File: src/rtl/poly_operand_feeder.sv
// -----------------------------------------------------------------------------
// poly_operand_feeder
//
// Upstream driver for the polynomial datapath. On an accepted start pulse it
// captures four operands (A, B, C, X) and presents them one at a time on
// data_out. Each operand is first shown with go low for GAP_CYCLES cycles,
// then strobed with go high for HOLD_CYCLES cycles. This matches the
// press/release pattern the datapath load states expect. After the last
// release it waits RESULT_WAIT cycles, captures result_in and pulses done.
//
// Handshake: start is a level that is sampled on every rising edge but acts
// only in IDLE. Starts seen in any other state are dropped, not queued.
// busy is high from the accepted start up to the capture edge. done is a
// single-cycle pulse in the cycle after capture, and busy is already low in
// that cycle. A start during the done cycle is accepted.
//
// Ports:
//   clk        in   rising-edge clock
//   resetn     in   asynchronous active-low reset (shared with the datapath)
//   start      in   request a run (accepted in IDLE only)
//   a_in..x_in in   operands, captured on the accepted start edge
//   result_in  in   datapath result register
//   go         out  registered go strobe to the datapath
//   data_out   out  registered operand to the datapath
//   busy       out  run in progress
//   done       out  one-cycle pulse after the result is captured
//   result     out  last captured result
//   state_dbg  out  current FSM state (IDLE=0, PRESENT=1, STROBE=2, SETTLE=3)
// -----------------------------------------------------------------------------
module poly_operand_feeder #(
  parameter int DATA_W      = 8,
  parameter int GAP_CYCLES  = 1,
  parameter int HOLD_CYCLES = 2,
  parameter int RESULT_WAIT = 4
) (
  input  logic              clk,
  input  logic              resetn,
  input  logic              start,
  input  logic [DATA_W-1:0] a_in,
  input  logic [DATA_W-1:0] b_in,
  input  logic [DATA_W-1:0] c_in,
  input  logic [DATA_W-1:0] x_in,
  input  logic [DATA_W-1:0] result_in,
  output logic              go,
  output logic [DATA_W-1:0] data_out,
  output logic              busy,
  output logic              done,
  output logic [DATA_W-1:0] result,
  output logic [1:0]        state_dbg
);

  // The counter only has to reach the longest phase length minus one.
  localparam int MAX_GH = (GAP_CYCLES > HOLD_CYCLES) ? GAP_CYCLES : HOLD_CYCLES;
  localparam int MAX_C  = (MAX_GH > RESULT_WAIT) ? MAX_GH : RESULT_WAIT;
  localparam int CNT_W  = $clog2(MAX_C + 1);

  typedef enum logic [1:0] {
    S_IDLE    = 2'd0,
    S_PRESENT = 2'd1,
    S_STROBE  = 2'd2,
    S_SETTLE  = 2'd3
  } state_t;

  state_t            state_q, state_d;
  logic [1:0]        idx_q, idx_d, idx_inc;
  logic [CNT_W-1:0]  cnt_q, cnt_d;
  logic [DATA_W-1:0] op_q [4];
  logic              load_ops;

  logic              go_q, go_d;
  logic [DATA_W-1:0] data_q, data_d;
  logic              busy_q, busy_d;
  logic              done_q, done_d;
  logic [DATA_W-1:0] result_q, result_d;

  logic gap_end, hold_end, wait_end;

  assign gap_end  = (cnt_q == CNT_W'(GAP_CYCLES - 1));
  assign hold_end = (cnt_q == CNT_W'(HOLD_CYCLES - 1));
  assign wait_end = (cnt_q == CNT_W'(RESULT_WAIT - 1));
  assign idx_inc  = idx_q + 2'd1;

  // ---------------------------------------------------------------------------
  // State register
  // ---------------------------------------------------------------------------
  always_ff @(posedge clk or negedge resetn) begin
    if (!resetn) begin
      state_q <= S_IDLE;
    end else begin
      state_q <= state_d;
    end
  end

  // ---------------------------------------------------------------------------
  // Next-state logic
  // ---------------------------------------------------------------------------
  always_comb begin
    state_d = state_q;
    unique case (state_q)
      S_IDLE:    if (start)    state_d = S_PRESENT;
      S_PRESENT: if (gap_end)  state_d = S_STROBE;
      S_STROBE:  if (hold_end) state_d = (idx_q == 2'd3) ? S_SETTLE : S_PRESENT;
      S_SETTLE:  if (wait_end) state_d = S_IDLE;
      default:                 state_d = S_IDLE;
    endcase
  end

  // ---------------------------------------------------------------------------
  // Output / datapath next values. Every output is registered. data_out is
  // only reloaded on the edge that lowers go, or on the IDLE->PRESENT edge,
  // so the datapath never sees the operand change while go is high.
  // ---------------------------------------------------------------------------
  always_comb begin
    idx_d    = idx_q;
    cnt_d    = cnt_q + CNT_W'(1);
    go_d     = go_q;
    data_d   = data_q;
    busy_d   = busy_q;
    done_d   = 1'b0;
    result_d = result_q;
    load_ops = 1'b0;
    unique case (state_q)
      S_IDLE: begin
        cnt_d = '0;
        go_d  = 1'b0;
        if (start) begin
          load_ops = 1'b1;
          idx_d    = 2'd0;
          data_d   = a_in;
          busy_d   = 1'b1;
        end
      end
      S_PRESENT: begin
        if (gap_end) begin
          go_d  = 1'b1;
          cnt_d = '0;
        end
      end
      S_STROBE: begin
        if (hold_end) begin
          go_d  = 1'b0;
          cnt_d = '0;
          if (idx_q != 2'd3) begin
            idx_d  = idx_inc;
            data_d = op_q[idx_inc];
          end
        end
      end
      S_SETTLE: begin
        if (wait_end) begin
          result_d = result_in;
          done_d   = 1'b1;
          busy_d   = 1'b0;
          cnt_d    = '0;
        end
      end
      default: begin
        cnt_d = '0;
        go_d  = 1'b0;
      end
    endcase
  end

  // ---------------------------------------------------------------------------
  // Datapath registers
  // ---------------------------------------------------------------------------
  always_ff @(posedge clk or negedge resetn) begin
    if (!resetn) begin
      idx_q    <= 2'd0;
      cnt_q    <= '0;
      go_q     <= 1'b0;
      data_q   <= '0;
      busy_q   <= 1'b0;
      done_q   <= 1'b0;
      result_q <= '0;
      for (int k = 0; k < 4; k++) op_q[k] <= '0;
    end else begin
      idx_q    <= idx_d;
      cnt_q    <= cnt_d;
      go_q     <= go_d;
      data_q   <= data_d;
      busy_q   <= busy_d;
      done_q   <= done_d;
      result_q <= result_d;
      if (load_ops) begin
        op_q[0] <= a_in;
        op_q[1] <= b_in;
        op_q[2] <= c_in;
        op_q[3] <= x_in;
      end
    end
  end

  assign go        = go_q;
  assign data_out  = data_q;
  assign busy      = busy_q;
  assign done      = done_q;
  assign result    = result_q;
  assign state_dbg = state_q;

endmodule

File: config.mk
export PLATFORM = sky130hd
export DESIGN_NAME = poly_operand_feeder
export DESIGN_NICKNAME = d
export VERILOG_FILES = /design/src/rtl/poly_operand_feeder.sv
export SDC_FILE = /design/constraint.sdc
export NUM_CORES = 1
export LEC_CHECK = 0
export CAP_MARGIN = 20
export CORE_UTILIZATION = 50
export CTS_BUF_LIST = sky130_fd_sc_hd__clkbuf_4 sky130_fd_sc_hd__clkbuf_8
export DETAILED_ROUTE_END_ITERATION = 6
export PLACE_DENSITY_LB_ADDON = 0.1
export SLEW_MARGIN = 20
export SYNTH_ARGS = -nofsm -noshare
export SYNTH_HDL_FRONTEND = slang
export SYNTH_SLANG_ARGS = --single-unit
File: constraint.sdc
create_clock -name clk -period 4.2 [get_ports clk]
set_input_delay 0.84 -clock clk [delete_from_list [all_inputs] [get_ports clk]]
set_output_delay 0.84 -clock clk [all_outputs]
set_load 0.03 [all_outputs]
[Word-level counts from Yosys, hierarchy flattened]
Cells that the tools add are included.
Word-level totals
  input port bits: 43
  register bits after elaboration: 58
  output and inout bits: 21
Cells by class
  equal/unequal tests: 12
  bitwise gates (word level): 1
  $lt $le $gt $ge: 1
  reduce and logical (&&, ||, !) cells: 10
  add/sub/neg operators: 2
  multiplexer cells: 31
Operator list (number)
  $mux 8: 5
  $bmux 8 s2: 1
  $mux 2: 8
  $pmux 8 s2: 1
  $ne 2x2->1 const B: 6
  $pmux 3 s4: 1
  $mux 3: 3
  $mux 1: 8
  $pmux 2 s4: 1
  $reduce_and 4->1: 2
  $eq 2x2->1 const B: 3
  $reduce_and 3->1: 2
  $pmux 2 s2: 1
  $reduce_bool 2->1: 2
  $add 3x1->3 const B: 1
  $eq 3x1->1 const B: 1
  $eq 3x2->1 const B: 1
  $ge 3x3->1 const B: 1
  $logic_not 3->1: 1
  $not 2->3: 1
  $pmux 1 s3: 1
  $reduce_bool 3->1: 1
  $add 2x1->2 const B: 1
  $eq 2x1->1 const B: 1
  3 further kinds: 3

[Longest topological paths before layout]
  word-level depth: 8
  gate-level depth with buffers: 6
  mapped depth without buffers: 6

[Worst setup path before layout]
OpenSTA, ideal clock, no wires.
  path kind: in2reg
  start point: input port start
  end point: register op_q[0] (netlist bit)
  stages: 5
  arrival: 1.685 ns
  setup slack: 2.390 ns
  library setup time: 0.125 ns
  path through: nor2b_1 > and2_1 > buf_6 > buf_6 > mux2_4
On the way
  cells in the longest elaborated chain, start to end: 2
Ends and longest elaborated chain
  from (decl): RTL line 38  | input logic start,
  $mux 1: RTL line 126  | if (start) begin
  $mux 1: RTL line 122  | unique case (state_q)
  to (decl): RTL line 67  | logic [DATA_W-1:0] op_q [4];
Every way passes these cells.
A chain may end at the register's enable or synchronous reset.

[Final worst setup path]
  start point: register state_q[0] (netlist: state_dbg[0])
  end point: output port state_dbg[0]
RTL lines
  from (decl): RTL line 64  | state_t state_q, state_d;
  from (signal assigned): RTL line 90  | state_q <= state_d;
  to (decl): RTL line 49  | output logic [1:0] state_dbg
No word-level cell between the ends.

==> qor.yml <==
clocking:
  clk_path_buf_depth: 2
  cts_setup_buffers: 0
  cts_sinks: 58
  cts-resized-gates: 0
  htreeDepth: 3
  cts_root_buffer: "clkbuf_8"
  clk_pin_slew_ns: 0.06
  cts_tree: "done"
  clk_latency_ns: 0.32
  cts_buffers: 9
  hold_buffers: 0
critical_path:
  r2r_end: "op_q[15]"
  critPathTopFamily: "buffers and inverters"
  crit_type: "flop to output port"
  critPathMaxStageDelay_ns: 0.76
  ff2ff_setup_slack_ns: 1.97
  crit_path_end_kind: "output port"
  path_max_fanout: 17
  path_buf_inv: 1
  critical_path.cell_chain: "clkdlybuf4s50_1"
  cp.arrival_ns: 1.74
  r2r-start: "state_dbg[1]"
  start_kind: "flop"
  crit_slowest_cell: "clkdlybuf4s50_1"
  reg2reg_depth: 4
  worstPathRequired_ns: 3.36
synth:
  synthFlopType: "dfrtp_1"
  synthXorXnorAreaFrac: 0
  synthSimpleGateAreaFrac: 0.0502
  synthesis.area_um2: 2820
  synthAdderAreaFrac: 0.0267
  postSynthAreaPerCell_um2: 14.3
  synthDistinctLibCells: 34
  seq_area_frac_synth: 0.516
  syn-instance-count: 197
  ys_ff_latch: 58
  synth_nets: 246
  synth_top_family_by_area: "multiplexers"
  synth_compound_area_frac: 0.0582
  synth_edf_count: 0
  synthArstFlopShare: 1.00
  synth_mux_area_frac: 0.299
  yosysWarnings: 0
layout:
  insertedDiodeCount: 0
  final_nets: 311
  syn_to_final_growth_pct: 29.6
  fill_cells: 409
  design_area_um2: 3650
  drive_gt1_frac: 0.293
  final_util: 0.692
place:
  dp_hpwl_um: 3670
  place_ws_ns: 1.29
  io_buffers: 63
  gp_congestion: 0.782
  placed_cell_area_um2: 3460
sta:
  rsz0062_at_grt: "no"
  finalWorstSetupSlack_ns: 1.62
  post-route-period-util: 0.615
  tightest_slew_ns: 0.855
  slew_viol_final: 0
  fin_crit_ns: 2.58
  slew_headroom: 0.430
  hold_viol_final: 0
  fmax_mhz: 387
  setup_viol: 0
  fin_tns_setup_ns: 0
  clock_skew_ns: 0.00598
min_path:
  worstHoldPathCells: 1
  worstHoldStart: "idx_q[1]"
  hold-path-endpoint: "idx_q[1]"
  worstHoldPathType: "flop to flop"
grt:
  grt-ovfl-total: 0
  grt_pass1_wl_um: 9020
  track_usage: 0.202
  grt_max_degree: 40
  grt_antenna_before_repair: 0
  grt_pass1_vias: 1812
floorplanning:
  die_area_um2: 5930
  ios: 64
  die_w_um: 77.0
  std_cell_rows: 26
  die_height_um: 77.0
  start_util: 0.534
  core_region_area_um2: 5270
drt:
  wire_per_inst_um: 16.0
  dr.pass1.iters: 4
  ant_nets: 0
  via_per_inst: 5.28
  wirelength_um: 5370
  drtIter0Drc: 97
  vias: 1773
  drc_errors: 0
flow_run:
  maxCapViolations: 0
power:
  leakagePower_uw: 0.00158
  power_density_nw_per_um2: 750
  peakVddDrop_mv: 0.420
outcome:
  status: "finished, final reports clean"
[cells in the final DEF, fill, tap and decap left out, types with 4 or more instances in the layout]
master	count
mux2i_1	8
a222oi_1	8
inv_1	11
mux2_2	26
clkbuf_8	10
mux2_4	29
ha_1	6
nand2b_1	4
dfrtp_1	58
clkdlybuf4s50_1	62
nand2_1	5
[cell type report]
type / count / area, µm² / area share
Clock buffer: 12 / 153 / 0.0418
Clock inverter: 3 / 40.0 / 0.0110
Inverter: 12 / 45.0 / 0.0123
Multi-Input combinational cell: 115 / 1220 / 0.335
Sequential cell: 58 / 1450 / 0.398
Tap cell: 70 / 87.6 / 0.0240
Timing Repair Buffer: 66 / 648 / 0.178
[flip-flops by register name (all words and copies together) (netlist names)]
name	flops
op_q	32
idx_q	2
data_out	8
done	1
cnt_q	3
go	1
busy	1
result	8
state_dbg	2
[Yosys cell counts (3+ instances only)]
master	number	share of area
nand2_1	5	0.0067
dfrtp_1	58	0.52
nand2b_1	4	0.0089
mux2_1	3	0.012
a222oi_1	8	0.028
clkbuf_1	3	0.0040
mux2i_1	8	0.028
buf_6	6	0.024
mux2_4	29	0.15
inv_1	11	0.015
mux2_2	26	0.10
a21oi_1	3	0.0053
ha_1	6	0.027
[where the power goes]
part           internal, µW  switching [µW]
Combinational           680             513
Clock                   298             205
Sequential              825             213
Total                  1800             931
[stage by stage]
stage	hold WS, ns	cells	total power (µW)
after CTS	0.503	336	2760
after global placement	0.480	321	2210
after detailed placement	0.489	321	2240
final	0.496	336	2740
after global routing	0.507	336	2900
after floorplan	0.462	197	1890
[worst max-delay path by stage]
stage / startpoint / end / slack [ns] / cells past startpoint
2_1_floorplan: start / op_q[0] / 2.39 / 5
3_3_place_gp: start / op_q[14] / 1.31 / 5
3_5_place_dp: start / op_q[15] / 1.29 / 5
4_1_cts: state_dbg[0] / state_dbg[0] / 1.61 / 1
5_1_grt: state_dbg[1] / state_dbg[1] / 1.52 / 1
6_report: state_dbg[0] / state_dbg[0] / 1.62 / 1
[routing by layer]
metal	global-route usage	vias up	part of all wire
li1	-	841	-
met1	0.260	893	0.46
met2	0.326	37	0.49
met3	0.0679	2	0.044
met4	0.0566	0	0.0058
met5	0	-	0
[cells by family after synthesis]
family / after synthesis
AO/OA/AOI/OAI: 20
adder cells (fa/ha/maj): 6
buffers and inverters: 24
flip-flops: 58
multiplexers: 66
AND/OR/NAND/NOR: 23
No activity file was read; power rests on OpenSTA's default activity.
